## src/rtl/lc3_mem_pkg.sv

```systemverilog
// Shared types and constants for the LC-3 memory access stage.
// The state enum is used by mem_access_ctrl; sizes bound the wait counter.
package lc3_mem_pkg;

  typedef enum logic [1:0] {IDLE, ACCESS, DONE} mem_state_t;

  localparam int WORD_W   = 16;
  localparam int MAX_WAIT = 15;
  localparam int CNT_W    = $clog2(MAX_WAIT + 1);

endpackage

```

## src/rtl/mem_access_ctrl.sv

```systemverilog
// MAR/MDR holding stage with a fixed-wait-state SRAM read/write handshake.
// Strobes, Busy and R are decoded purely from the state and op registers.
module mem_access_ctrl
  import lc3_mem_pkg::*;
#(
  parameter int WAIT_CYCLES = 2,
  parameter int ADDR_W      = 16
) (
  input  logic              Clk,
  input  logic              Reset,
  input  logic [WORD_W-1:0] Bus_In,
  input  logic              LD_MAR,
  input  logic              LD_MDR,
  input  logic              Mem_Req,
  input  logic              Mem_Wr,
  input  logic [WORD_W-1:0] Data_from_SRAM,
  output logic [ADDR_W-1:0] MAR,
  output logic [WORD_W-1:0] MDR,
  output logic [WORD_W-1:0] Data_to_SRAM,
  output logic              CE_N,
  output logic              OE_N,
  output logic              WE_N,
  output logic              Busy,
  output logic              R
);

  localparam logic [CNT_W-1:0] LAST_CNT = CNT_W'(WAIT_CYCLES - 1);

  mem_state_t       state;
  mem_state_t       state_nxt;
  logic [CNT_W-1:0] cnt;
  logic             op_wr;
  logic             read_capture;

  assign read_capture = (state == ACCESS) && !op_wr && (cnt == LAST_CNT);

  always_ff @(posedge Clk or posedge Reset) begin
    if (Reset) begin
      state <= IDLE;
    end else begin
      state <= state_nxt;
    end
  end

  always_comb begin
    state_nxt = state;
    case (state)
      IDLE:    if (Mem_Req) state_nxt = ACCESS;
      ACCESS:  if (cnt == LAST_CNT) state_nxt = DONE;
      DONE:    state_nxt = IDLE;
      default: state_nxt = IDLE;
    endcase
  end

  // Operation type and wait counter are latched when a request is accepted.
  always_ff @(posedge Clk or posedge Reset) begin
    if (Reset) begin
      cnt   <= '0;
      op_wr <= 1'b0;
    end else if (state == IDLE) begin
      if (Mem_Req) begin
        cnt   <= '0;
        op_wr <= Mem_Wr;
      end
    end else if (state == ACCESS) begin
      cnt <= cnt + 1'b1;
    end
  end

  always_ff @(posedge Clk or posedge Reset) begin
    if (Reset) begin
      MAR <= '0;
    end else if (!Busy && LD_MAR) begin
      MAR <= Bus_In[ADDR_W-1:0];
    end
  end

  // Bus loads are locked out while busy, so read capture never competes with LD_MDR.
  always_ff @(posedge Clk or posedge Reset) begin
    if (Reset) begin
      MDR <= '0;
    end else if (read_capture) begin
      MDR <= Data_from_SRAM;
    end else if (!Busy && LD_MDR) begin
      MDR <= Bus_In;
    end
  end

  always_comb begin
    CE_N = 1'b1;
    OE_N = 1'b1;
    WE_N = 1'b1;
    if (state == ACCESS) begin
      CE_N = 1'b0;
      OE_N = op_wr;
      WE_N = !op_wr;
    end
  end

  assign Busy         = (state != IDLE);
  assign R            = (state == DONE);
  assign Data_to_SRAM = MDR;

endmodule

```

## config.mk

```make
export PLATFORM = sky130hd
export DESIGN_NAME = mem_access_ctrl
export DESIGN_NICKNAME = d
export VERILOG_FILES = /design/src/rtl/lc3_mem_pkg.sv /design/src/rtl/mem_access_ctrl.sv
export SDC_FILE = /design/constraint.sdc
export NUM_CORES = 1
export LEC_CHECK = 0
export ABC_AREA = 0
export CORE_ASPECT_RATIO = 1.25
export CORE_MARGIN = 3
export CORE_UTILIZATION = 41
export DETAILED_ROUTE_END_ITERATION = 12
export PLACE_DENSITY_LB_ADDON = 0.2
export SLEW_MARGIN = 40
export SYNTH_ARGS = -nofsm -noshare
export SYNTH_HDL_FRONTEND = slang
export SYNTH_SLANG_ARGS = --single-unit
export TNS_END_PERCENT = 1
```

## constraint.sdc

```tcl
create_clock -name Clk -period 2.85 [get_ports Clk]
set_clock_uncertainty 0.2 [all_clocks]
set_input_delay 0.57 -clock Clk [delete_from_list [all_inputs] [get_ports Clk]]
set_output_delay 0.57 -clock Clk [all_outputs]
set_load 0.01 [all_outputs]
```

==> out/metrics.csv, run 1 <==
metric,value,unit
syn_to_final_growth,46.5,%
place.gp.congestion,0.724,
max-vdd-ir-drop,0.000501,V
total_power,3250,uW
syn_nets,180,
wl_per_cell,15.4,um
cts_resized,0,
rr_worst_depth,6,
tightest_slew,0.501,ns
crit_chain,"nand2b_4, or2_2, clkdlybuf4s50_1",
cts-root-buf,clkbuf_8,
status,"finished, final reports clean",
antenna_cells,0,
cp_max_fo,9,
drtPass1Iterations,4,
drv_slew,0,
drt_wl_total,4.30,mm
ys_seq_area_share,49.7,%
drt_iter0_drc,42,
cp_slowest_cell,clkdlybuf4s50_1,
finalCritPeriodShare,87.0,%
fmax,0.403,GHz
crit_required,2.08,ns
worstPathArrival,1.71,ns
ys_warn_count,0,
reg2reg_to,Data_to_SRAM[8]$_DFFE_PP0P_,
clkTransAtPathRegs,0.07,ns
clock_sink_count,39,
fin_nets,260,
r2r_slack,0.85,ns
cap_violations,0,
syn_area,0.00196,sq mm
clk_latency,0.28,ns
die_x,67.9,um
timing.final.crit_period,2.48,ns
synth_largest_area_cell,dfrtp_1,
slew_headroom,66.6,%
pin_count,91,
layout_common_cells,"clkdlybuf4s50_1 (90), mux2_2 (41), dfrtp_1 (39)",
drc,0,
cp_top_family,buffers and inverters,
cts_made_buffers,5,
vias_per_cell,4.78,
max_stage_delay,0.50,ns
min_to,MAR[3]$_DFFE_PP0P_,
utilization,63.5,%
path_buf_inv,1,
final.setup.tns,0,ns
synthTopCellsByArea,"dfrtp_1 (50%), mux2_2 (24%), mux2_4 (7.6%)",
portBuffers,90,
grtUsageTotal,16.0,%
synthDistinctLibCells,24,
fp.coreArea,0.00453,sq mm
grt_pass1_vias,1412,
cts_hold_buf,0,
hold_viol,0,
rsz0062_at_grt,false,
critPathLaunchType,flip-flop,
powerDensity,1130,mW/mm^2
worstReg2RegStart,cnt[1]$_DFFE_PP0P_,
hold_start,MAR[3]$_DFFE_PP0P_,
fillerInstances,383,
end_kind,output port,
antenna_found_initial,0,
die_y,83.4,um
fp-row-count,27,
drive_above_1_share,30.8,%
grt_pass1_wl,6.85,mm
synth_top_area_share,49.7,%
syn_inst,140,
leakage,0.00122,uW
ant_nets,0,
layout_commonest_cell,clkdlybuf4s50_1,
finalSetupViolCount,0,
path_class,flip-flop to output port,
via_count,1335,
synth_area_per_cell,14.0,sq um
tritoncts,built,
dpl.hpwl,3.25,mm
synth.ff_latch_count,39,
cts_setup_buffers,0,
hold_path_depth,1,
grt_overflow,0,
htreeDepth,2,
start_util,43.4,%
worstSetupStartpoint,state[1]$_DFFE_PP0P_,
max-clock-path-buffers,2,
grt_start_max_net_pins,40,
hp-class,flip-flop to flip-flop,
die_area,0.00566,sq mm
[cells by family after synthesis]
| kind of cell | synth area share (%) |
|---|---|
| flip-flops | 49.7 |
| AO/OA/AOI/OAI | 2.04 |
| buffers and inverters | 10.1 |
| multiplexers | 31.2 |
| AND/OR/NAND/NOR | 5.67 |
| adder cells (fa/ha/maj) | 1.27 |
[registers in the layout (all words and copies together), names as in the netlist]
signal and flops:
Data_to_SRAM 16, MAR 16, cnt 4, op_wr 1, state 2
[cell type report]
cell class	instances	area, sq um	share of cell area [%]
Sequential cell	39	976	33.9
Timing Repair Buffer	96	946	32.9
Multi-Input combinational cell	75	788	27.4
Clock buffer	7	76.3	2.65
Tap cell	58	72.6	2.52
Inverter	3	11.3	0.392
Clock inverter	1	5.00	0.174
[worst max path at each step]
stage,to,slack [ns],cells after the start
after global routing,OE_N,0.29,3
after global placement,Data_to_SRAM[8]$_DFFE_PP0P_,0.47,5
after CTS,OE_N,0.36,3
final,OE_N,0.37,3
after detailed placement,Data_to_SRAM[14]$_DFFE_PP0P_,0.43,5
after floorplan,Data_to_SRAM[0]$_DFFE_PP0P_,0.78,4
[metrics by stage]
step,area (sq um),worst slack [ns],hold WS [ns],instances
6_report,2880,0.370,0.309,279
2_1_floorplan,1960,0.779,0.297,140
3_3_place_gp,2790,0.473,0.290,271
3_5_place_dp,2790,0.429,0.296,271
4_1_cts,2880,0.355,0.313,279
5_1_grt,2880,0.292,0.324,279
[metal layers]
metal	routed length (um)	share of wire, %	vias to the layer above	GRT usage (%)
met5	0	0	-	0
met4	51	1.2	0	4.34
met3	345	8.0	4	5.41
met2	2200	51	59	27.0
met1	1700	40	648	19.0
li1	-	-	624	-
[power by group]
group | internal [uW] | switching (uW) | total (uW)
clock network | 172 | 176 | 348
logic | 1220 | 632 | 1850
registers | 839 | 216 | 1050
[cell usage after synthesis (all sizes together)]
library cell   n
and3b          1
mux2          51
a22o           2
a21oi          1
nand2b         1
o21ai          2
nand3          1
nor3b          2
or2            1
buf           23
nand2          3
and2           1
o21bai         1
or3b           1
ha             2
dfrtp         39
inv            3
nor2           3
nor2b          1
nand3b         1
(Power assumes the default switching activity.)
==> inputs of run 2 (changes only) <==
--- a/config.mk
+++ b/config.mk
@@ -12,2 +12,3 @@
 export DETAILED_ROUTE_END_ITERATION = 12
+export GPL_TIMING_DRIVEN = 0
 export PLACE_DENSITY_LB_ADDON = 0.2
--- a/constraint.sdc
+++ b/constraint.sdc
@@ -4,2 +4,2 @@
 set_output_delay 0.57 -clock Clk [all_outputs]
-set_load 0.01 [all_outputs]
+set_load 0.05 [all_outputs]
==> out/metrics.csv, run 2 (synthesis gave the netlist of run 1 again) <==
metric,value,unit,change
status,"finished, final reports clean",,unchanged
critPathLaunchType,flip-flop,,unchanged
antenna_found_initial,0,,unchanged
multi_input_area,788,sq um,unchanged
crit_required,2.08,ns,about the same
cts_resized,0,,unchanged
seq_area,976,sq um,unchanged
cap_violations,0,,unchanged
grt_pass1_wl,7.11,mm,was 6.85 mm
fin_nets,277,,was 260
hp-class,flip-flop to flip-flop,,unchanged
wl_per_cell,14.2,um,was 15.4 um
layout_common_cells,"clkdlybuf4s50_1 (90), mux2_2 (41), dfrtp_1 (39)",,unchanged
vias_per_cell,4.68,,was 4.78
tightest_slew,0.590,ns,was 0.501 ns
cts_made_buffers,5,,unchanged
max-clock-path-buffers,2,,unchanged
htreeDepth,2,,unchanged
start_util,43.4,%,unchanged
drv_slew,0,,unchanged
drc,0,,unchanged
slew_headroom,60.5,%,was 66.6%
cp_max_fo,9,,unchanged
final.setup.tns,0,ns,unchanged
fp-row-count,27,,unchanged
clkTransAtPathRegs,0.07,ns,about the same
clk_latency,0.28,ns,about the same
fp.coreArea,0.00453,sq mm,unchanged
pin_count,91,,unchanged
end_kind,output port,,unchanged
portBuffers,90,,unchanged
grt_overflow,0,,unchanged
worstPathArrival,1.92,ns,was 1.71 ns
tritoncts,built,,unchanged
clock_sink_count,39,,unchanged
die_x,67.9,um,unchanged
via_count,1384,,was 1335
grtUsageTotal,16.3,%,was 16.0%
finalCritPeriodShare,94.3,%,was 87.0%
cts_hold_buf,0,,unchanged
r2r_slack,0.58,ns,was 0.85 ns
place.gp.congestion,0.674,,was 0.724
timing.final.crit_period,2.69,ns,was 2.48 ns
grt_pass1_vias,1457,,was 1412
ant_nets,0,,unchanged
antenna_cells,0,,unchanged
die_y,83.4,um,unchanged
cts_setup_buffers,0,,unchanged
fillerInstances,382,,was 383
finalSetupViolCount,0,,unchanged
fmax,0.372,GHz,was 0.403 GHz
drt_wl_total,4.21,mm,was 4.30 mm
die_area,0.00566,sq mm,unchanged
drt_iter0_drc,44,,was 42
dpl.hpwl,3.18,mm,was 3.25 mm
syn_to_final_growth,53.9,%,was 46.5%
drive_above_1_share,36.1,%,was 30.8%
grt_start_max_net_pins,40,,unchanged
drtPass1Iterations,4,,unchanged
cts-root-buf,clkbuf_8,,unchanged
path_class,flip-flop to output port,,unchanged
hold_viol,0,,unchanged
layout_commonest_cell,clkdlybuf4s50_1,,unchanged
rsz0062_at_grt,false,,unchanged
[run 2: worst max-delay path, stage by stage, from the launching register on]
cell,delay [ns]
dfrtp_1,0.37
buf_6,0.13
nand2b_4,0.15
or2_2,0.27
clkdlybuf4s50_1,0.70
[run 2: final cells by class]
class | instances | area share (%)
inverters | 3 | 0.456
plain buffers | 23 | 6.21
well taps | 58 | 2.40
clock inverters | 1 | 0.166
flip-flops and latches | 39 | 32.3
clock buffers | 7 | 2.53
multi-input cells | 75 | 26.1
repair buffers | 90 | 29.8
[run 2: path summary, 6_finish.rpt]
path	end	cells after the start	startpoint
min	MAR[1]$_DFFE_PP0P_	1	MAR[1]$_DFFE_PP0P_
max in group asynchronous	MAR[13]$_DFFE_PP0P_	2	Reset
max	OE_N	4	state[1]$_DFFE_PP0P_
min reg2reg	MAR[1]$_DFFE_PP0P_	1	MAR[1]$_DFFE_PP0P_
min in group asynchronous	cnt[0]$_DFFE_PP0P_	2	Reset
max reg2reg	Data_to_SRAM[2]$_DFFE_PP0P_	5	state[0]$_DFFE_PP0P_
[run 2: per-layer routing]
metal,global-route usage (%),wire (um),up-vias
met5,0,0,-
met2,27.3,2060,60
li1,-,-,663
met1,19.7,1740,657
met3,5.28,366,4
met4,4.34,36,0
[run 2: per-stage QoR]
stage	worst slack, ns	hold slack [ns]	utilization, %	area, sq um	std cells
finish	0.161	0.306	66.7	3020	296
global route	0.102	0.321	66.7	3020	296
CTS	0.139	0.311	66.7	3020	296
detailed placement	0.0429	0.294	64.9	2940	288
global placement	0.0421	0.289	64.9	2940	288
floorplan	0.779	0.297	-	1960	140
Power of run 2 is not shown: default switching activity piles up to over one toggle a cycle in this logic, so the estimate is an artifact.
